### src/rtl/pingpong_frame_ctrl_if.sv
// pingpong_frame_ctrl_if: bit-writer and frame-consumer handshake bundle for the ping-pong controller.
interface pingpong_frame_ctrl_if #(
  parameter int IDX_W  = 9,
  parameter int DROP_W = 16
);
  logic              bit_valid;
  logic              wr_en;
  logic              wr_bank;
  logic [IDX_W-1:0]  wr_idx;
  logic              frame_valid;
  logic              frame_ready;
  logic              frame_done;
  logic              rd_bank;
  logic [1:0]        bank_full;
  logic              overflow;
  logic [DROP_W-1:0] frames_dropped;
  modport master (
    input  bit_valid, frame_ready, frame_done,
    output wr_en, wr_bank, wr_idx, frame_valid, rd_bank, bank_full, overflow, frames_dropped
  );
  modport slave (
    output bit_valid, frame_ready, frame_done,
    input  wr_en, wr_bank, wr_idx, frame_valid, rd_bank, bank_full, overflow, frames_dropped
  );
endinterface

### src/rtl/pingpong_frame_ctrl.sv
// pingpong_frame_ctrl: two-bank ping-pong sequencer between a serial bit writer and a frame consumer.
module pingpong_frame_ctrl #(
  parameter int FRAME_LEN = 512,
  parameter int IDX_W     = $clog2(FRAME_LEN),
  parameter int DROP_W    = 16
) (
  input logic                   clk,
  input logic                   rst,
  pingpong_frame_ctrl_if.master bus
);
  typedef enum logic {WRITE, DROP} wr_state_e;
  typedef enum logic [1:0] {IDLE, OFFER, BUSY} rd_state_e;

  wr_state_e         wr_state_q, wr_state_d;
  rd_state_e         rd_state_q, rd_state_d;
  logic              wr_bank_q, wr_bank_d;
  logic [IDX_W-1:0]  wr_idx_q, wr_idx_d;
  logic              rd_bank_q, rd_bank_d;
  logic [1:0]        bank_full_q, bank_full_d;
  logic              frame_valid_q, frame_valid_d;
  logic              overflow_q, overflow_d;
  logic [DROP_W-1:0] dropped_q, dropped_d;

  logic       frame_end, accept, release_bank, other_free, own_free;
  logic [1:0] clr_mask, set_mask, full_after;

  always_ff @(posedge clk or posedge rst) begin
    if (rst) begin
      wr_state_q    <= WRITE;
      rd_state_q    <= IDLE;
      wr_bank_q     <= 1'b0;
      wr_idx_q      <= '0;
      rd_bank_q     <= 1'b0;
      bank_full_q   <= 2'b00;
      frame_valid_q <= 1'b0;
      overflow_q    <= 1'b0;
      dropped_q     <= '0;
    end else begin
      wr_state_q    <= wr_state_d;
      rd_state_q    <= rd_state_d;
      wr_bank_q     <= wr_bank_d;
      wr_idx_q      <= wr_idx_d;
      rd_bank_q     <= rd_bank_d;
      bank_full_q   <= bank_full_d;
      frame_valid_q <= frame_valid_d;
      overflow_q    <= overflow_d;
      dropped_q     <= dropped_d;
    end
  end

  // A bank released this cycle already counts as free for the next-bank choice.
  always_comb begin
    frame_end    = bus.bit_valid && wr_idx_q == IDX_W'(FRAME_LEN - 1);
    accept       = rd_state_q == OFFER && frame_valid_q && bus.frame_ready;
    release_bank = rd_state_q == BUSY && bus.frame_done;
    clr_mask     = release_bank ? 2'b01 << rd_bank_q : 2'b00;
    set_mask     = (wr_state_q == WRITE && frame_end) ? 2'b01 << wr_bank_q : 2'b00;
    full_after   = bank_full_q & ~clr_mask;
    other_free   = !full_after[~wr_bank_q];
    own_free     = !full_after[wr_bank_q];
    wr_state_d   = wr_state_q;
    wr_bank_d    = wr_bank_q;
    if (frame_end) begin
      if (other_free) begin
        wr_bank_d  = ~wr_bank_q;
        wr_state_d = WRITE;
      end else if (wr_state_q == DROP && own_free)
        wr_state_d = WRITE;
      else
        wr_state_d = DROP;
    end
    wr_idx_d      = bus.bit_valid ? wr_idx_q + IDX_W'(1) : wr_idx_q;
    bank_full_d   = full_after | set_mask;
    dropped_d     = (wr_state_q == DROP && frame_end && !(&dropped_q)) ? dropped_q + DROP_W'(1) : dropped_q;
    overflow_d    = wr_state_q == DROP && bus.bit_valid && wr_idx_q == '0;
    rd_state_d    = rd_state_q == IDLE  ? (bank_full_q[rd_bank_q] ? OFFER : IDLE) :
                    rd_state_q == OFFER ? (accept ? BUSY : OFFER) :
                                          (release_bank ? IDLE : BUSY);
    rd_bank_d     = release_bank ? ~rd_bank_q : rd_bank_q;
    frame_valid_d = rd_state_q == OFFER && !accept;
  end

  always_comb begin
    bus.wr_en          = bus.bit_valid && wr_state_q == WRITE;
    bus.wr_bank        = wr_bank_q;
    bus.wr_idx         = wr_idx_q;
    bus.frame_valid    = frame_valid_q;
    bus.rd_bank        = rd_bank_q;
    bus.bank_full      = bank_full_q;
    bus.overflow       = overflow_q;
    bus.frames_dropped = dropped_q;
  end
endmodule

### src/flat_wrapper.sv
// flat-port wrapper written by rule: the top's interface ports become plain ports
module pingpong_frame_ctrl_flat 
#(
  parameter int FRAME_LEN = 512,
  parameter int IDX_W     = $clog2(FRAME_LEN),
  parameter int DROP_W    = 16
)
  (clk, rst, bus_bit_valid, bus_frame_ready, bus_frame_done, bus_wr_en, bus_wr_bank, bus_wr_idx, bus_frame_valid, bus_rd_bank, bus_bank_full, bus_overflow, bus_frames_dropped);
  pingpong_frame_ctrl_if #(.IDX_W(IDX_W), .DROP_W(DROP_W)) bus_i ();
  input logic clk;
  input logic rst;
  input wire logic [$bits(bus_i.bit_valid)-1:0] bus_bit_valid;
  input wire logic [$bits(bus_i.frame_ready)-1:0] bus_frame_ready;
  input wire logic [$bits(bus_i.frame_done)-1:0] bus_frame_done;
  output wire logic [$bits(bus_i.wr_en)-1:0] bus_wr_en;
  output wire logic [$bits(bus_i.wr_bank)-1:0] bus_wr_bank;
  output wire logic [$bits(bus_i.wr_idx)-1:0] bus_wr_idx;
  output wire logic [$bits(bus_i.frame_valid)-1:0] bus_frame_valid;
  output wire logic [$bits(bus_i.rd_bank)-1:0] bus_rd_bank;
  output wire logic [$bits(bus_i.bank_full)-1:0] bus_bank_full;
  output wire logic [$bits(bus_i.overflow)-1:0] bus_overflow;
  output wire logic [$bits(bus_i.frames_dropped)-1:0] bus_frames_dropped;
  assign bus_i.bit_valid = bus_bit_valid;
  assign bus_i.frame_ready = bus_frame_ready;
  assign bus_i.frame_done = bus_frame_done;
  assign bus_wr_en = bus_i.wr_en;
  assign bus_wr_bank = bus_i.wr_bank;
  assign bus_wr_idx = bus_i.wr_idx;
  assign bus_frame_valid = bus_i.frame_valid;
  assign bus_rd_bank = bus_i.rd_bank;
  assign bus_bank_full = bus_i.bank_full;
  assign bus_overflow = bus_i.overflow;
  assign bus_frames_dropped = bus_i.frames_dropped;
  pingpong_frame_ctrl #(.FRAME_LEN(FRAME_LEN), .IDX_W(IDX_W), .DROP_W(DROP_W)) u_core (.clk(clk), .rst(rst), .bus(bus_i));
endmodule
### config.mk
export PLATFORM = sky130hd
export DESIGN_NAME = pingpong_frame_ctrl_flat
export DESIGN_NICKNAME = d
export VERILOG_FILES = /design/src/rtl/pingpong_frame_ctrl_if.sv /design/src/rtl/pingpong_frame_ctrl.sv /design/src/flat_wrapper.sv
export SDC_FILE = /design/constraint.sdc
export NUM_CORES = 1
export LEC_CHECK = 0
export BUFFER_PORTS_ARGS = -buffer_cell sky130_fd_sc_hd__buf_2
export CORE_ASPECT_RATIO = 0.6
export CORE_MARGIN = 2
export CORE_UTILIZATION = 50
export DETAILED_ROUTE_END_ITERATION = 7
export GPL_TIMING_DRIVEN = 0
export PLACE_DENSITY = 0.78
export REMOVE_ABC_BUFFERS = 1
export SYNTH_ARGS = -nofsm -noshare
export SYNTH_HDL_FRONTEND = slang
export SYNTH_SLANG_ARGS = --single-unit
### constraint.sdc
create_clock -name clk -period 2.4 [get_ports clk]
set_input_delay 0.36 -clock clk [delete_from_list [all_inputs] [get_ports clk]]
set_output_delay 0.36 -clock clk [all_outputs]
set_load 0.02 [all_outputs]
==> results of run 1 <==
-- flip-flops by register name, summed over array words and instances, names as in the netlist --
name and count:
u_core.bus.wr_bank 1, u_core.bus.bank_full 2, u_core.bus.frame_valid 1, u_core.bus.overflow 1
u_core.bus.frames_dropped 16, u_core.bus.wr_idx 9, u_core.rd_state_q 2, u_core.wr_state_q 1
u_core.bus.rd_bank 1
-- per-stage QoR --
step | power [mW] | utilization (%) | setup TNS (ns) | hold slack [ns] | area, sq um
floorplan | 0.9122 | - | 0 | 0.4510 | 1628
global placement | 1.009 | 58.20 | 0 | 0.4587 | 1864
detailed placement | 1.020 | 58.20 | -0.09324 | 0.4753 | 1864
CTS | 1.570 | 61.91 | 0 | 0.2729 | 1983
global route | 1.626 | 63.28 | 0 | 0.2940 | 2027
finish | 1.566 | 63.28 | 0 | 0.2787 | 2027
-- layout make-up --
class | instances | area share, %
clock buffer | 6 | 4.074
clock inverter | 1 | 1.481
inverter | 6 | 1.111
multi-input combinational | 108 | 38.21
sequential | 34 | 41.98
tap | 45 | 2.778
timing repair buffer | 38 | 10.37
-- per-layer routing --
metal  wire (microns)  vias to the layer above  track usage, %
met5                0                        -               0
met4               83                        0           12.57
met3              166                        7           5.410
met2             1784                       35           34.63
met1             1751                      628           28.50
li1                 -                      641               -
-- critical path, delay by kind of cell, from the launching register on --
family          cells  cell delay (ns)
fa+ha+maj           2             0.50
xor+xnor            1             0.16
simple gates        4             0.79
compound gates      1             0.19
flops               1             0.49
-- cells in the mapped netlist (2+ instances only) --
library cell	instances	area, sq um
a21oi_1	7	35.03
a31oi_1	3	18.77
and3_1	4	25.02
and3_2	2	15.01
clkbuf_1	2	7.510
dfrtp_1	34	850.8
ha_1	4	50.05
inv_1	6	22.52
mux2_2	3	33.78
nand2_1	8	30.03
nand2b_1	2	12.51
nand3_1	5	25.02
nand4_1	9	56.30
nor2_1	6	22.52
nor3_1	3	15.01
nor4_1	2	12.51
o211ai_1	2	15.01
o21ai_0	7	35.03
o31ai_1	3	22.52
xnor2_1	16	140.1
-- layout by cell type (no fill, tap or decap), types with 5 or more instances in the layout --
master / count
clkbuf_8: 6
xnor2_1: 16
buf_2: 36
inv_1: 5
a21oi_1: 7
nor2_1: 6
dfrtp_1: 34
o21ai_0: 7
nand2_1: 8
nand4_1: 9
-- worst max-delay path by stage --
stage                                          start                                        end  slack [ns]  cells past startpoint
floorplan           u_core.bus.wr_idx[2]$_DFFE_PP0P_  u_core.bus.frames_dropped[13]$_DFFE_PP0P_        0.17                      8
global placement    u_core.bus.wr_idx[2]$_DFFE_PP0P_  u_core.bus.frames_dropped[11]$_DFFE_PP0P_        0.03                      8
detailed placement  u_core.bus.wr_idx[2]$_DFFE_PP0P_  u_core.bus.frames_dropped[11]$_DFFE_PP0P_       -0.05                      8
CTS                 u_core.bus.wr_idx[2]$_DFFE_PP0P_  u_core.bus.frames_dropped[13]$_DFFE_PP0P_        0.04                      8
global route        u_core.bus.wr_idx[0]$_DFFE_PP0P_  u_core.bus.frames_dropped[13]$_DFFE_PP0P_        0.01                      8
finish              u_core.bus.wr_idx[0]$_DFFE_PP0P_  u_core.bus.frames_dropped[11]$_DFFE_PP0P_        0.16                      8
-- power by group --
group,switching [mW],total [mW],internal [mW]
registers,0.101,0.735,0.635
clock network,0.209,0.541,0.332
logic,0.173,0.289,0.116
total,0.483,1.57,1.08
-- cells by family (layout without fill, tap and decap cells) --
logic type / Yosys count / after routing / share of synthesized area [%]
AOI/OAI and AO/OA: 30 / 30 / 12.05
DFF: 34 / 34 / 51.52
xor gates and xnor gates: 17 / 17 / 9.015
and+or+nand+nor: 53 / 53 / 18.94
buffers and inverters: 10 / 51 / 2.803
muxes: 4 / 4 / 2.651
adders and majority gates: 4 / 4 / 3.030
-- repair_timing --
action / in CTS / in global routing
resized for setup: 1 / 2
endpoints found under the hold margin: 0 / 7
endpoints found under the setup margin: 3 / 4
hold buffers: 0 / 1
==> out/results.ini, run 1 <==
[status]
status=complete, no violations

[final_layout]
fillers=265
seq_area_sq_um=850.8
drive_above_1_share_pct=30.05
stdcell_count=238
multiInputGateArea_sq_um=774.5
syn2layout_area_growth_pct=22.73
diodes=0
layout.nets=202

[cts]
clk_pin_slew_ns=0.07
clock_latency_ns=0.30
cts_buffer_depth=2
cts.sinks=34
cts_made_buffers=5
cts_setup_buffers=0
cts_htree_levels=2
cts_root_buffer=clkbuf_8
cts_tree=done

[logic_synthesis]
yosys_warnings=0
synth_edf_count=0
ys.flop_type=dfrtp_1
yosysUniqueCellTypes=44
syn_area_sq_mm=0.001652
yosysSeqAreaShare_pct=51.52
syn_area_per_cell_sq_um=10.87
async_flop_share_pct=100.0
synthCells=152
ys_ff_latch=34

[setup_path]
critPathSlowestCell=dfrtp_1
crit_chain=ha_1, nand2_1, nor2_1, ha_1, nand3_2, nor4_4, o21ai_0, xnor2_1
cpPeakStageDelay_ns=0.49
cp.arrival_ns=2.41
critPathMaxFanout=9
crit_path_end_kind=register
r2r_end=u_core.bus.frames_dropped[11]$_DFFE_PP0P_
ff2ff_path_depth=8
startpoint_type=register
cp.required_ns=2.57
reg2reg_setup_slack_ns=0.16
reg2reg_from=u_core.bus.wr_idx[0]$_DFFE_PP0P_
worstSetupPathType=register to register
crit_top_cell=ha_1

[timing]
fin_crit_ns=2.242
fmax_mhz=446.0
rsz0062_at_grt=no
setup_viol=0
fin_ws_ns=0.1581
slew_viol_final=0
finClkSkew_ns=0.008034
finalCritPeriodShare_pct=93.41
hold_viol=0
max_slew_margin_pct=68.66
tightestPinTransition_ns=0.4688

[hold_path]
min_to=u_core.bus.frame_valid$_DFF_PP0_
min_path_cells=2
hp-class=input pin to register
holdCritStartpoint=bus_frame_ready

[placement]
place_ws_ns=-0.05019
dp.cells=229
io_buffer_count=36
place.gp.congestion=0.8478
place_hpwl_microns=2521

[route]
firstDrtPassIters=4
drc=0
drtAntennaViolNets=0
vias=1311
routedWlPerCell_microns=15.90
drt_iter0_drc=111
viasPerCell=5.508
wirelength_microns=3785

[die]
initial_core_util_pct=51.56
die_h_microns=48.52
dieArea_sq_mm=0.003794
rows=16
die_x_microns=78.20
core_area_sq_mm=0.003203
ioPinCount=37

[power]
max-vdd-ir-drop_v=0.0006946
p_leak_nw=0.9693
p_per_area_mw_per_mm2=772.4

[grt]
gr-total-overflow=0
track_usage_pct=22.15
first_global_vias=1285
grt_max_degree=35
grt_pass1_wl_microns=6272
antenna_found_initial=0

[run]
maxCapViolations=0

Power figures use the tool's default switching activity.
==> inputs of run 2 (changes only) <==
- REMOVE_ABC_BUFFERS: 1 -> not set
==> run 2 against run 1 <==
- sequential power is 1% lower
- count of clock-buffer cells in the layout stayed put
- fmax is 3.9% higher
- critical path type unchanged
- highest routed layer unchanged
- largest power group unchanged
- wire length is 9.3% lower
- sequential cell count stayed put
==> out/results.ini, run 2 (synthesis results as in run 1) <==
[final_layout]
fillers=256
stdcell_count=240
final_cell_mix=buf_2 (36), dfrtp_1 (34), xnor2_1 (16)
layout.nets=205
multiInputGateArea_sq_um=774.5
syn2layout_area_growth_pct=22.20
final_common_cell=buf_2
drive_above_1_share_pct=30.26
seq_area_sq_um=850.8
postLayoutCoreUtil_pct=63.01
diodes=0
largest_reg_flops=16

[route]
wirelength_microns=3434
routedWlPerCell_microns=14.31
drc=0
firstDrtPassIters=4
drtAntennaViolNets=0
vias=1327
drt_iter0_drc=70
viasPerCell=5.529

[setup_path]
crit_path_end_kind=register
startpoint_type=register
cp.arrival_ns=2.32
worstSetupPathType=register to register
crit_chain=ha_1, nand3_2, or4_4, buf_6, o21ai_2, mux2_2
ff2ff_path_depth=6
critPathSlowestCell=or4_4
path_buf_inv=1
critical-path-top-delay-family=simple AND/OR/NAND/NOR gates
critPathMaxFanout=8
cp.required_ns=2.57
cp.depth=6
cpPeakStageDelay_ns=0.55

[cts]
cts_buffer_depth=2
clk_pin_slew_ns=0.07
cts_tree=done
cts_htree_levels=2
cts_made_buffers=5
cts_root_buffer=clkbuf_8
cts_hold_buf=0
cts.sinks=34
clock_latency_ns=0.29

[placement]
place.gp.congestion=0.8288
dp.cells=233
place_ws_ns=-0.09007
place_hpwl_microns=2336
io_buffer_count=36

[logic_synthesis]
syn-num-nets=161

[timing]
hold_viol=0
max_slew_margin_pct=68.65
rsz0062_at_grt=no
finClkSkew_ns=0.009715
fin_ws_ns=0.2430
finalCritPeriodShare_pct=89.87
slew_viol_final=0
tightestPinTransition_ns=0.4689
fin_crit_ns=2.157
setup_viol=0
fmax_mhz=463.6

[die]
die_h_microns=48.52
core_area_sq_mm=0.003203
dieArea_sq_mm=0.003794
initial_core_util_pct=51.56
ioPinCount=37
rows=16
die_x_microns=78.20

[run]
maxCapViolations=0

[power]
p_leak_nw=0.9672
p_per_area_mw_per_mm2=708.1
total_power_mw=1.429
max-vdd-ir-drop_v=0.0004969

[grt]
gr-total-overflow=0
track_usage_pct=19.36
first_global_vias=1230
grt_max_degree=35
grt_pass1_wl_microns=5733
antenna_found_initial=0

[hold_path]
hp-class=input pin to async pin

[status]
status=complete, no violations

-- run 2: cell type report --
type | instances | area share, %
Tap cell | 45 | 2.790
Multi-Input combinational cell | 108 | 38.38
Clock buffer | 6 | 4.092
Inverter | 6 | 1.116
Timing Repair Buffer | 37 | 10.29
Buffer | 4 | 1.178
Sequential cell | 34 | 42.16
-- run 2: metrics by stage --
step	hold slack [ns]	area (sq um)	setup TNS [ns]
after floorplan	0.4698	1652	0
after global placement	0.4581	1888	-0.03680
after detailed placement	0.4773	1888	-0.1588
after CTS	0.2932	1977	0
after global routing	0.02001	2018	0
final	0.002743	2018	0
-- run 2: layer usage --
| layer | GRT usage (%) | up-vias | part of all wire (%) |
|---|---|---|---|
| met5 | 0 | - | 0 |
| met4 | 7.310 | 0 | 1.3 |
| met3 | 5.037 | 6 | 4.5 |
| met2 | 30.03 | 28 | 47 |
| met1 | 26.42 | 650 | 47 |
| li1 | - | 643 | - |
-- run 2: worst paths after layout --
| check | endpoint | start | slack (ns) |
|---|---|---|---|
| setup / recovery | u_core.bus.frames_dropped[1]$_DFFE_PP0P_ | u_core.bus.frames_dropped[0]$_DFFE_PP0P_ | 0.24 |
| hold reg to reg | u_core.bus.frame_valid$_DFF_PP0_ | u_core.bus.frame_valid$_DFF_PP0_ | 0.48 |
| min in group clk | u_core.bus.frame_valid$_DFF_PP0_ | bus_frame_ready | 0.29 |
| max in group asynchronous | u_core.bus.frames_dropped[12]$_DFFE_PP0P_ | rst | 1.97 |
| hold / removal | u_core.bus.frame_valid$_DFF_PP0_ | rst | 0.003 |
| setup reg to reg | u_core.bus.frames_dropped[1]$_DFFE_PP0P_ | u_core.bus.frames_dropped[0]$_DFFE_PP0P_ | 0.24 |
-- run 2: power breakdown --
group / switching, mW / internal (mW)
registers: 0.0932 / 0.635
clock network: 0.195 / 0.221
logic: 0.169 / 0.116
total: 0.457 / 0.972
-- run 2: what timing repair did --
action,CTS,global route
endpoints found under the setup margin,3,4
gates resized for setup,1,2
buffers inserted,0,0
pin swaps,0,1
